<file path="src/rtl/decryption_cfg_regfile_pkg.sv">
// Register map constants and bit positions shared by the decryption config register file.
// Latency: n/a (constants only).
// Backpressure: n/a.
package decryption_regfile_pkg;

    // Width of the live portion of the SELECT register
    localparam int SEL_W = 2;

    // Fixed register addresses (key slots are parameterised in the top level)
    localparam logic [7:0] SELECT_ADDR = 8'h00;
    localparam logic [7:0] CTRL_ADDR   = 8'h20;
    localparam logic [7:0] STATUS_ADDR = 8'h22;

    // CTRL write bits
    localparam int CTRL_COMMIT_BIT = 0;
    localparam int CTRL_LOCK_BIT   = 1;

    // STATUS read bits
    localparam int STAT_PENDING_BIT = 0;
    localparam int STAT_LOCKED_BIT  = 1;
    localparam int STAT_BUSY_BIT    = 2;

endpackage

</file>
<file path="src/rtl/decryption_cfg_regfile_if.sv">
// Register bus between a configuration master and the decryption register file.
// Latency: access presented in one cycle, done/error/rdata returned the cycle after.
// Backpressure: none; every access completes in exactly one cycle.
interface decryption_cfg_regfile_if #(
    parameter int ADDR_WIDTH = 8,
    parameter int REG_WIDTH  = 16
);
    logic [ADDR_WIDTH-1:0] addr;
    logic                  read;
    logic                  write;
    logic [REG_WIDTH-1:0]  wdata;
    logic [REG_WIDTH-1:0]  rdata;
    logic                  done;
    logic                  error;

    modport master (
        output addr, read, write, wdata,
        input  rdata, done, error
    );

    modport slave (
        input  addr, read, write, wdata,
        output rdata, done, error
    );
endinterface

</file>
<file path="src/rtl/decryption_key_slot.sv">
// One key slot: shadow register written by the bus, active register copied from it on commit.
// Latency: shadow updates at the write edge; active updates at the commit edge.
// Backpressure: none; the caller withholds commit while the engines are busy.
module decryption_key_slot #(
    parameter int                   REG_WIDTH = 16,
    parameter logic [REG_WIDTH-1:0] RESET_VAL = '0
) (
    input  logic                 clk,
    input  logic                 rst,
    input  logic                 wr_en,
    input  logic [REG_WIDTH-1:0] wdata,
    input  logic                 commit,
    output logic [REG_WIDTH-1:0] shadow,
    output logic [REG_WIDTH-1:0] active
);

    // Shadow takes bus writes; active samples the pre-write shadow on commit
    always_ff @(posedge clk) begin
        if (rst) begin
            shadow <= RESET_VAL;
            active <= RESET_VAL;
        end else begin
            if (wr_en) begin
                shadow <= wdata;
            end
            if (commit) begin
                active <= shadow;
            end
        end
    end

endmodule

</file>
<file path="src/rtl/decryption_cfg_regfile.sv">
// Config register file for the decryption datapath: SELECT, double-buffered keys, CTRL, STATUS.
// Latency: every access answered with a one-cycle done (plus error if rejected) the cycle after.
// Backpressure: none on the bus; key commits wait while engine_busy is high.
module decryption_cfg_regfile
    import decryption_regfile_pkg::*;
#(
    parameter int                            ADDR_WIDTH = 8,
    parameter int                            REG_WIDTH  = 16,
    parameter int                            NUM_KEYS   = 3,
    parameter logic [ADDR_WIDTH-1:0]         KEY_BASE   = 8'h10,
    parameter int                            KEY_STRIDE = 2,
    parameter logic [NUM_KEYS*REG_WIDTH-1:0] KEY_RESET  = {16'h0002, 16'hFFFF, 16'h0000}
) (
    input  logic                          clk,
    input  logic                          rst,
    decryption_cfg_regfile_if.slave       bus,
    input  logic                          engine_busy,
    output logic [REG_WIDTH-1:0]          select,
    output logic [NUM_KEYS*REG_WIDTH-1:0] keys
);

    logic [SEL_W-1:0]     sel_q;
    logic                 pending_q;
    logic                 locked_q;
    logic                 done_q;
    logic                 error_q;
    logic [REG_WIDTH-1:0] rdata_q;

    logic [NUM_KEYS-1:0]  key_hit;
    logic [REG_WIDTH-1:0] key_shadow [NUM_KEYS];

    logic                 hit_sel;
    logic                 hit_ctrl;
    logic                 hit_stat;
    logic                 hit_key;
    logic                 access;
    logic                 acc_err;
    logic                 wr_ok;
    logic                 rd_ok;
    logic                 commit_fire;
    logic [REG_WIDTH-1:0] rd_mux;

    // Key slots: each decodes its own address and shares the commit strobe
    for (genvar g = 0; g < NUM_KEYS; g++) begin : g_slot
        localparam logic [ADDR_WIDTH-1:0] SLOT_ADDR = ADDR_WIDTH'(KEY_BASE + g * KEY_STRIDE);

        assign key_hit[g] = (bus.addr == SLOT_ADDR);

        decryption_key_slot #(
            .REG_WIDTH (REG_WIDTH),
            .RESET_VAL (KEY_RESET[g*REG_WIDTH +: REG_WIDTH])
        ) u_slot (
            .clk    (clk),
            .rst    (rst),
            .wr_en  (wr_ok & key_hit[g]),
            .wdata  (bus.wdata),
            .commit (commit_fire),
            .shadow (key_shadow[g]),
            .active (keys[g*REG_WIDTH +: REG_WIDTH])
        );
    end

    // Address decode and rejection rules; a rejected access has no side effect
    always_comb begin
        hit_sel     = (bus.addr == ADDR_WIDTH'(SELECT_ADDR));
        hit_ctrl    = (bus.addr == ADDR_WIDTH'(CTRL_ADDR));
        hit_stat    = (bus.addr == ADDR_WIDTH'(STATUS_ADDR));
        hit_key     = |key_hit;
        access      = bus.read | bus.write;
        acc_err     = access & (
                          ~(hit_sel | hit_ctrl | hit_stat | hit_key)
                        | (bus.read & bus.write)
                        | (bus.write & hit_stat)
                        | (bus.write & locked_q & (hit_sel | hit_key)));
        wr_ok       = bus.write & ~acc_err;
        rd_ok       = bus.read & ~acc_err;
        commit_fire = pending_q & ~engine_busy;
    end

    // Read data mux; CTRL and unused SELECT bits read as zero
    always_comb begin
        rd_mux = '0;
        if (hit_sel) begin
            rd_mux[SEL_W-1:0] = sel_q;
        end
        if (hit_stat) begin
            rd_mux[STAT_PENDING_BIT] = pending_q;
            rd_mux[STAT_LOCKED_BIT]  = locked_q;
            rd_mux[STAT_BUSY_BIT]    = engine_busy;
        end
        for (int i = 0; i < NUM_KEYS; i++) begin
            if (key_hit[i]) begin
                rd_mux = key_shadow[i];
            end
        end
    end

    // SELECT is not shadowed; accepted writes take effect immediately
    always_ff @(posedge clk) begin
        if (rst) begin
            sel_q <= '0;
        end else if (wr_ok && hit_sel) begin
            sel_q <= bus.wdata[SEL_W-1:0];
        end
    end

    // Pending: set by COMMIT, cleared when the keys transfer; a new COMMIT wins over the clear
    always_ff @(posedge clk) begin
        if (rst) begin
            pending_q <= 1'b0;
        end else if (wr_ok && hit_ctrl && bus.wdata[CTRL_COMMIT_BIT]) begin
            pending_q <= 1'b1;
        end else if (commit_fire) begin
            pending_q <= 1'b0;
        end
    end

    // Lock is sticky until reset
    always_ff @(posedge clk) begin
        if (rst) begin
            locked_q <= 1'b0;
        end else if (wr_ok && hit_ctrl && bus.wdata[CTRL_LOCK_BIT]) begin
            locked_q <= 1'b1;
        end
    end

    // Access response: one-cycle done/error; rdata refreshed only by reads, zero when rejected
    always_ff @(posedge clk) begin
        if (rst) begin
            done_q  <= 1'b0;
            error_q <= 1'b0;
            rdata_q <= '0;
        end else begin
            done_q  <= access;
            error_q <= acc_err;
            if (bus.read) begin
                rdata_q <= rd_ok ? rd_mux : '0;
            end
        end
    end

    assign bus.done  = done_q;
    assign bus.error = error_q;
    assign bus.rdata = rdata_q;
    assign select    = {{(REG_WIDTH-SEL_W){1'b0}}, sel_q};

endmodule
</file>
<file path="src/flat_wrapper.sv">
// flat-port wrapper written by rule: the top's interface ports become plain ports
module decryption_cfg_regfile_flat import decryption_regfile_pkg::*;
#(
    parameter int                            ADDR_WIDTH = 8,
    parameter int                            REG_WIDTH  = 16,
    parameter int                            NUM_KEYS   = 3,
    parameter logic [ADDR_WIDTH-1:0]         KEY_BASE   = 8'h10,
    parameter int                            KEY_STRIDE = 2,
    parameter logic [NUM_KEYS*REG_WIDTH-1:0] KEY_RESET  = {16'h0002, 16'hFFFF, 16'h0000}
)
  (clk, rst, engine_busy, select, keys, bus_addr, bus_read, bus_write, bus_wdata, bus_rdata, bus_done, bus_error);
  decryption_cfg_regfile_if #(.ADDR_WIDTH(ADDR_WIDTH), .REG_WIDTH(REG_WIDTH)) bus_i ();
  input  logic clk;
  input  logic rst;
  input  logic engine_busy;
  output logic [REG_WIDTH-1:0] select;
  output logic [NUM_KEYS*REG_WIDTH-1:0] keys;
  input wire logic [$bits(bus_i.addr)-1:0] bus_addr;
  input wire logic [$bits(bus_i.read)-1:0] bus_read;
  input wire logic [$bits(bus_i.write)-1:0] bus_write;
  input wire logic [$bits(bus_i.wdata)-1:0] bus_wdata;
  output wire logic [$bits(bus_i.rdata)-1:0] bus_rdata;
  output wire logic [$bits(bus_i.done)-1:0] bus_done;
  output wire logic [$bits(bus_i.error)-1:0] bus_error;
  assign bus_i.addr = bus_addr;
  assign bus_i.read = bus_read;
  assign bus_i.write = bus_write;
  assign bus_i.wdata = bus_wdata;
  assign bus_rdata = bus_i.rdata;
  assign bus_done = bus_i.done;
  assign bus_error = bus_i.error;
  decryption_cfg_regfile #(.ADDR_WIDTH(ADDR_WIDTH), .REG_WIDTH(REG_WIDTH), .NUM_KEYS(NUM_KEYS), .KEY_BASE(KEY_BASE), .KEY_STRIDE(KEY_STRIDE), .KEY_RESET(KEY_RESET)) u_core (.clk(clk), .rst(rst), .bus(bus_i), .engine_busy(engine_busy), .select(select), .keys(keys));
endmodule
</file>
<file path="config.mk">
export PLATFORM = sky130hd
export DESIGN_NAME = decryption_cfg_regfile_flat
export DESIGN_NICKNAME = d
export VERILOG_FILES = /design/src/rtl/decryption_cfg_regfile_pkg.sv /design/src/rtl/decryption_cfg_regfile_if.sv /design/src/rtl/decryption_key_slot.sv /design/src/rtl/decryption_cfg_regfile.sv /design/src/flat_wrapper.sv
export SDC_FILE = /design/constraint.sdc
export NUM_CORES = 1
export LEC_CHECK = 0
export ABC_AREA = 0
export CAP_MARGIN = 20
export CELL_PAD_IN_SITES_DETAIL_PLACEMENT = 0
export CELL_PAD_IN_SITES_GLOBAL_PLACEMENT = 2
export CORE_ASPECT_RATIO = 1.25
export CORE_UTILIZATION = 30
export CTS_BUF_LIST = sky130_fd_sc_hd__clkbuf_4 sky130_fd_sc_hd__clkbuf_8 sky130_fd_sc_hd__clkbuf_16
export DETAILED_ROUTE_END_ITERATION = 8
export PLACE_DENSITY_LB_ADDON = 0.15
export SYNTH_ARGS = -nofsm -noshare
export SYNTH_HDL_FRONTEND = slang
export SYNTH_SLANG_ARGS = --single-unit
</file>
<file path="constraint.sdc">
create_clock -name clk -period 3.05 [get_ports clk]
set_clock_uncertainty 0.2 [all_clocks]
set_input_delay 0.4575 -clock clk [delete_from_list [all_inputs] [get_ports clk]]
set_output_delay 0.4575 -clock clk [all_outputs]
set_load 0.05 [all_outputs]
</file>
# Word level (Yosys, flattened, before mapping)
# Index checks and enable logic that the tools add are counted.
word_totals:
  input_bits: 29
  word_cells: 54
  output_inout_bits: 82
  regBits: 118
classes:
  bitwise_logic: 22
  n_mux: 8
  eq_ne: 5
  n_reduce_logical: 7
ops:
  columns: ["cell", "count"]
  rows:
  - ["$mux 16", 4]
  - ["$eq 8x5->1 const B", 3]
  - ["$eq 8x6->1 const B", 2]
  - ["$and 1x1->1", 11]
  - ["$logic_not 8->1", 1]
  - ["$or 1x1->1", 8]
  - ["$logic_and 1x1->1", 4]
  - ["$mux 3", 1]
  - ["$not 1->1", 3]
  - ["$reduce_or 3->1", 1]
  - ["$mux 1", 2]
  - ["$mux 2", 1]
  - ["$reduce_bool 2->1", 1]

# Longest topological paths before layout
# Gate-level depths: netlist of run 1.
depth:
  ltp_word: 14
  depth_mapped: 8
  ltp_nobuf: 5

# Cells and area by module
# Synthesis of run 1 repeated with hierarchy kept, for this count alone.
unflattened:
  hier_cells: 490
  area_unflattened_um2: 5078.6
by_module_without_submodules:
  columns: ["module", "instances", "cells_each", "area_per_inst_um2", "seq_area_each_um2"]
  rows:
  - ["decryption_cfg_regfile", 1, 179, 1565.3, 440.4]
  - ["decryption_key_slot at u_core.g_slot[1].u_slot", 1, 105, 1194.9, 640.6]
  - ["decryption_key_slot at u_core.g_slot[2].u_slot", 1, 103, 1161.1, 640.6]
  - ["decryption_key_slot at u_core.g_slot[0].u_slot", 1, 103, 1157.4, 640.6]

# Worst setup path before layout of run 1
# No wires, ideal clock.
synth_path:
  path_kind: "input -> register"
  start: "input port bus_addr[5]"
  end: "register u_core.g_slot[1].u_slot.shadow[10]"
  required_time_ps: 2778
  arrival_time_ps: 2555
  path_slack_ps: 223
  path_buffers: 2
  stages: 7
  setup_ps: 72
  cell_sequence: "buf_2 > or3_4 > a2111o_1 > o21a_4 > nor4_4 > buf_6 > mux2i_1"
synth_via:
  elab_chain_len: 12
  word_cells_on_any_way: 21
  cone_classes: "eq/ne: 5; bitwise: 14; reduce/logical: 2"
synth_rtl:
  columns: ["element", "line_no", "text"]
  rows:
  - ["start, declared", "flat_wrapper.sv:18", "input wire logic [$bits(bus_i.addr)-1:0] bus_addr;"]
  - ["$eq 8x6->1 / $logic_not 8->1 (equally long branches)", "decryption_cfg_regfile.sv:66, decryption_cfg_regfile.sv:65", null]
  - ["$or 1x1->1 (3 in a row)", "decryption_cfg_regfile.sv:71", "~(hit_sel | hit_ctrl | hit_stat | hit_key)"]
  - ["$not 1->1", "decryption_cfg_regfile.sv:71", null]
  - ["$or 1x1->1", "decryption_cfg_regfile.sv:72", "| (bus.read & bus.write)"]
  - ["$or 1x1->1", "decryption_cfg_regfile.sv:73", "| (bus.write & hit_stat)"]
  - ["$or 1x1->1", "decryption_cfg_regfile.sv:74", "| (bus.write & locked_q & (hit_sel | hit_key)));"]
  - ["$and 1x1->1", "decryption_cfg_regfile.sv:70", "acc_err = access & ("]
  - ["$not 1->1", "decryption_cfg_regfile.sv:75", "wr_ok = bus.write & ~acc_err;"]
  - ["$and 1x1->1", "decryption_cfg_regfile.sv:75", null]
  - ["$and 1x1->1 (*)", "decryption_cfg_regfile.sv:55", ".wr_en (wr_ok & key_hit[g]),"]
  - ["end signal, assigned", "decryption_key_slot.sv:24", "shadow <= wdata;"]
  - ["end, declared", "decryption_key_slot.sv:13", "output logic [REG_WIDTH-1:0] shadow,"]
# Every way passes the cells marked *; elsewhere a longest branch is shown, timed or not.
# A chain may end at the register's enable or synchronous reset.

# Worst setup path after layout of run 1
layout_path:
  start: "input port bus_addr[6]"
  end: "register u_core.g_slot[1].u_slot.shadow[5]"
# The elaborated chain is that of the path after synthesis.

==> reports/summary.txt, run 1 <==
Clock slew at reported path FFs - 50 ps
Antenna violations before repair - 0
Most frequent cells in the layout - 118 x dfxtp_1, 102 x nand2_1, 95 x clkdlybuf4s50_1
CP Max Fanout - 16
Final setup fails - 0
Post_cts resized - 0
Status - completed
First-pass GRT wire length - 23.6 mm
Antenna diode count - 0
Core Region - 16300 um^2
Leakage - 2.65 nW
Starting Density - 0.309
Critical path class - input port to register
Post-synthesis xor/xnor area fraction - 0
Syn Inst Count - 561
Post-CTS Setup Inserts - 0
Nets@finish - 693
Critical path startpoint category - input port
WP data required - 3180 ps
Layout area overhead - 37.9%
Clock tree buffer depth - 2
Final period util - 0.840
Arrival @ worst endpoint - 2690 ps
Port bufs - 96
Clock sink total - 118
Post-synth top flop - dfxtp_1
EDFF count, synth - 0
Drt first-iter violations - 122
Grt ovf - 0
Post-route ant nets - 0
TritonCTS clock tree - yes
Total Routing Usage GR - 0.180
Largest net degree at the start of global routing - 77
Drt wl/cell - 16.6 um
Reg area - 2360 um^2
Fraction of synthesized area in multiplexers - 0.124
Synth warn - 0
# H-tree levels - 4
Worst-Skew Late Latency - 420 ps
Combinational family with the most area after synthesis - simple AND/OR/NAND/NOR gates
Post-synthesis adder-cell area fraction - 0
Number of global-route vias before repair - 4451
Via count - 4193
Slew @ Worst Pin - 732 ps
Worst hold path class - register to register
Peak supply drop - 0.322 mV
MaxCap Viol Count - 0
Seq cells post-synth - 118
Die footprint - 17300 um^2
Smallest hold slack - 254 ps
# fillers - 1705
Vias/cell - 4.70
Placer congestion estimate - 0.770
Synth Cell Area - 5030 um^2
Final Hold Viols - 0
Die H - 147 um
Sequential area share after synthesis - 0.470
Number of buffers created by CTS - 17
Max-slew violations - 0
CTS root buf - clkbuf_16
Distinct cell type count after synthesis - 40
Post-DP HPWL - 10.8 mm
Hold buffer count at cts - 0
Syn avg cell area - 8.97 um^2
Synth Area in Simple Gates - 0.238
Commonest non-fill, non-tap cell in the layout - dfxtp_1
Synth Area in Compound Gates - 0.114
Final WL - 14.8 mm
Relative slew slack - 0.512
Die Span X - 118 um
Fmax - 391 MHz
Row count - 52
Io pins - 111
DR DRC count - 0
Setup TNS - 0 ps
Post-layout min period - 2560 ps
Setup repair after global routing missed its margin - no
Asr flop ratio synth - 0
CP Capture Type - register
Ratio of cells with drive above 1 in the final layout - 0.100
Drt pass-1 iters - 4
Pwr dens - 559 nW/um^2
Footprint of the multi-input gates - 2460 um^2
## through the flow
stage	area (um^2)	worst slack [ps]	utilization	std cells	total power (W)
after global placement	6310	133	0.388	861	0.00180
after CTS	6940	521	0.427	893	0.00393
final	6940	489	0.427	893	0.00388
after floorplan	5080	223	-	574	0.00172
after global routing	6940	428	0.427	893	0.00401
after detailed placement	6310	85.7	0.388	861	0.00179
## flip-flops by register name, indices dropped and copies added, names as in the netlist
register                     flops
u_core.g_slot.u_slot.active     48
u_core.pending_q                 1
u_core.g_slot.u_slot.shadow     48
u_core.bus.rdata                16
u_core.bus.done                  1
u_core.locked_q                  1
u_core.bus.error                 1
u_core.sel_q                     2
## cell type report
class / count / share of cell area
clock inverters: 7 / 0.0168
repair buffers: 123 / 0.175
well taps: 216 / 0.0389
clock buffers: 25 / 0.0745
multi-input cells: 403 / 0.354
inverters: 1 / 0.000541
flip-flops and latches: 118 / 0.340
## routing by layer
layer / up-vias / GRT usage / wire length (um)
li1: 2090 / - / -
met1: 2000 / 0.198 / 6330
met2: 82 / 0.325 / 7750
met3: 21 / 0.0411 / 425
met4: 0 / 0.0885 / 348
met5: - / 0 / 0
## Yosys cell counts (2+ instances only)
cell       count  share of area
clkbuf_1      29          0.022
a21oi_1       36          0.036
a32oi_1        2         0.0035
nand4_1        3         0.0037
nand2b_1      53          0.066
dfxtp_1      118           0.47
o2bb2ai_1     13          0.023
a22o_1        14          0.024
nand3b_1      19          0.028
buf_4         14          0.021
a31oi_1        3         0.0037
o21ai_0        4         0.0040
buf_6          2         0.0045
nor2b_1        2         0.0025
o22ai_1        3         0.0037
and3_1         2         0.0025
nand3_1        5         0.0050
nor4_4         2         0.0085
buf_2          2         0.0020
nand2_1      102          0.076
mux2i_1       61           0.12
nor4_1         2         0.0025
buf_1          5         0.0037
or3_1          2         0.0025
nor3_1         4         0.0040
nor2_1        45          0.034
## where the power goes
group          switching, W  internal [W]
clock network      0.000697       0.00142
registers       0.000000457       0.00154
logic              0.000134     0.0000826
## cells by family (layout without fill, tap and decap cells)
group,count (synthesis),in the layout
multiplexers,62,62
flip-flops,118,118
AO/OA/AOI/OAI,84,84
AND/OR/NAND/NOR,243,243
buffers and inverters,53,156
other,1,14
## path summary, 6_finish.rpt
check	from	to	slack [ps]	cells after the start
max	bus_addr[6]	u_core.g_slot[1].u_slot.shadow[5]	490	7
max reg2reg	u_core.locked_q	u_core.g_slot[1].u_slot.shadow[5]	1390	4
min	u_core.g_slot[2].u_slot.active[3]	u_core.g_slot[2].u_slot.active[3]	250	2
min reg2reg	u_core.g_slot[2].u_slot.active[3]	u_core.g_slot[2].u_slot.active[3]	250	2
## worst max-delay path, stage by stage
cell             delay (ps)
clkdlybuf4s50_1         470
or3_4                   380
a2111o_1                380
o21a_4                  240
nor4_4                  320
buf_12                  220
mux2i_1                 220
No activity file was read; power rests on OpenSTA's default activity.
==> run 2, diff against run 1 <==
CORE_UTILIZATION = 27   (was 30)
clock period = 2.25 ns   (was 3.05 ns; I/O delays follow)
==> run 2 against run 1 <==
Wire length up 4.0%. First-iteration DRC count rose by 48%. Clock power rose by 28%. Power up 32%. Sequential share of layout area down 1.2 points. Global-route usage fell by 1.3 points. Worst setup slack lost 420 ps. Largest cell class unchanged.
==> reports/summary.txt, run 2 (synthesis results as in run 1) <==
Status - completed
Placed cell areas - 6490 um^2
Post-layout min period - 2180 ps
Antenna diode count - 0
Max-slew violations - 0
Port bufs - 96
Most frequent cells in the layout - 118 x dfxtp_1, 102 x nand2_1, 87 x clkdlybuf4s50_1
Antenna violations before repair - 0
Drt first-iter violations - 181
CP Max Fanout - 2
Fmax - 459 MHz
Setup repair after global routing missed its margin - no
Slew @ Worst Pin - 506 ps
CP delay by family, top - buffers and inverters
Layout area overhead - 43.1%
# fillers - 1887
CP Capture Type - primary output
Final Hold Viols - 0
Worst-Skew Late Latency - 420 ps
Io pins - 111
Vias/cell - 4.66
Met2 WL post-DR - 8.28 mm
Final period util - 0.968
First-pass GRT wire length - 23.7 mm
Clock sink total - 118
DP Cell Count - 888
Worst path buffer plus inverter count - 1
# H-tree levels - 4
Final WL - 15.4 mm
Critical-path top delay cell - clkdlybuf4s50_1
Critical path class - register to primary output
Number of buffers created by CTS - 17
Arrival @ worst endpoint - 1640 ps
DR DRC count - 0
Die footprint - 19200 um^2
Post-Layout Inst Area - 7200 um^2
Peak supply drop - 0.460 mV
Footprint of the multi-input gates - 2490 um^2
Total Routing Usage GR - 0.167
Reg area - 2360 um^2
Die H - 155 um
Placer congestion estimate - 0.799
Post-DP HPWL - 10.8 mm
Critical path, cell by cell - clkdlybuf4s50_1
Nets@finish - 715
TritonCTS clock tree - yes
Commonest non-fill, non-tap cell in the layout - dfxtp_1
Top layer in use - met4
Drt pass-1 iters - 4
CP peak stage delay - 830 ps
Pwr dens - 711 nW/um^2
Critical path startpoint category - register
MaxCap Viol Count - 0
Ratio of cells with drive above 1 in the final layout - 0.139
Via count - 4320
Row count - 55
Clock slew at reported path FFs - 60 ps
Met1 WL - 6.50 mm
Worst hold path class - input port to register
Finished Layout Cells - 927
Met3 wire len - 462 um
Die Span X - 124 um
Smallest hold slack - 157 ps
Overall power - 0.00512 W
Final setup fails - 0
Clock tree buffer depth - 2
Leakage - 2.79 nW
Post-route ant nets - 0
Grt ovf - 0
Drt wl/cell - 16.7 um
WP data required - 1710 ps
Starting Density - 0.277
Core Region - 18200 um^2
Relative slew slack - 0.661
CTS root buf - clkbuf_16
Largest net degree at the start of global routing - 112
Number of global-route vias before repair - 4402
run 2: cell types whose count changed in the layout (fill, tap and decap cells not counted), sizes merged, moves of 2 or more:
cell / delta
clkinvlp: +3
inv: +2
buf: +21
dlymetal6s2s: +3
clkdlybuf4s50: -8
run 2: metrics by stage:
step / utilization / TNS (ps) / worst slack (ps)
detailed placement: 0.357 / -23520 / -461
floorplan: - / -4000 / -192
CTS: 0.394 / 0 / 13.0
finish: 0.396 / 0 / 71.7
global route: 0.396 / 0 / 22.5
global placement: 0.356 / -22010 / -383
run 2: final cells by class:
class / instances / area share
clock buffer: 21 / 0.0659
timing repair buffer: 145 / 0.203
multi-input combinational: 403 / 0.346
clock inverter: 11 / 0.0170
inverter: 1 / 0.000521
tap: 228 / 0.0396
sequential: 118 / 0.328
run 2: path summary, 6_finish.rpt:
check                                                           to                               from  cells past startpoint  slack (ps)
worst min-delay path                           u_core.bus.rdata[1]                                rst                      3         160
worst max register to register  u_core.g_slot[2].u_slot.shadow[11]                    u_core.locked_q                      6         540
worst max-delay path                                      keys[35]  u_core.g_slot[2].u_slot.active[3]                      1          70
worst min register to register   u_core.g_slot[0].u_slot.active[2]  u_core.g_slot[0].u_slot.active[2]                      2         250
run 2: routing by layer:
metal / up-vias / global-route usage
met1: 2086 / 0.190
met3: 19 / 0.0324
met5: - / 0
met4: 0 / 0.0629
li1: 2140 / -
met2: 75 / 0.300
run 2: timing repair:
item                                    CTS  global route
pin swaps                                 5             3
hold buffers                              0             0
gates cloned                              1             1
endpoints found under the setup margin    5            30
setup buffers                             4             1
resized for setup                        10            14
run 2: power breakdown:
group          total (W)  switching [W]  internal [W]
sequential       0.00209    0.000000749       0.00209
clock            0.00271       0.000987       0.00173
combinational   0.000312       0.000189      0.000123
total            0.00512        0.00118       0.00394
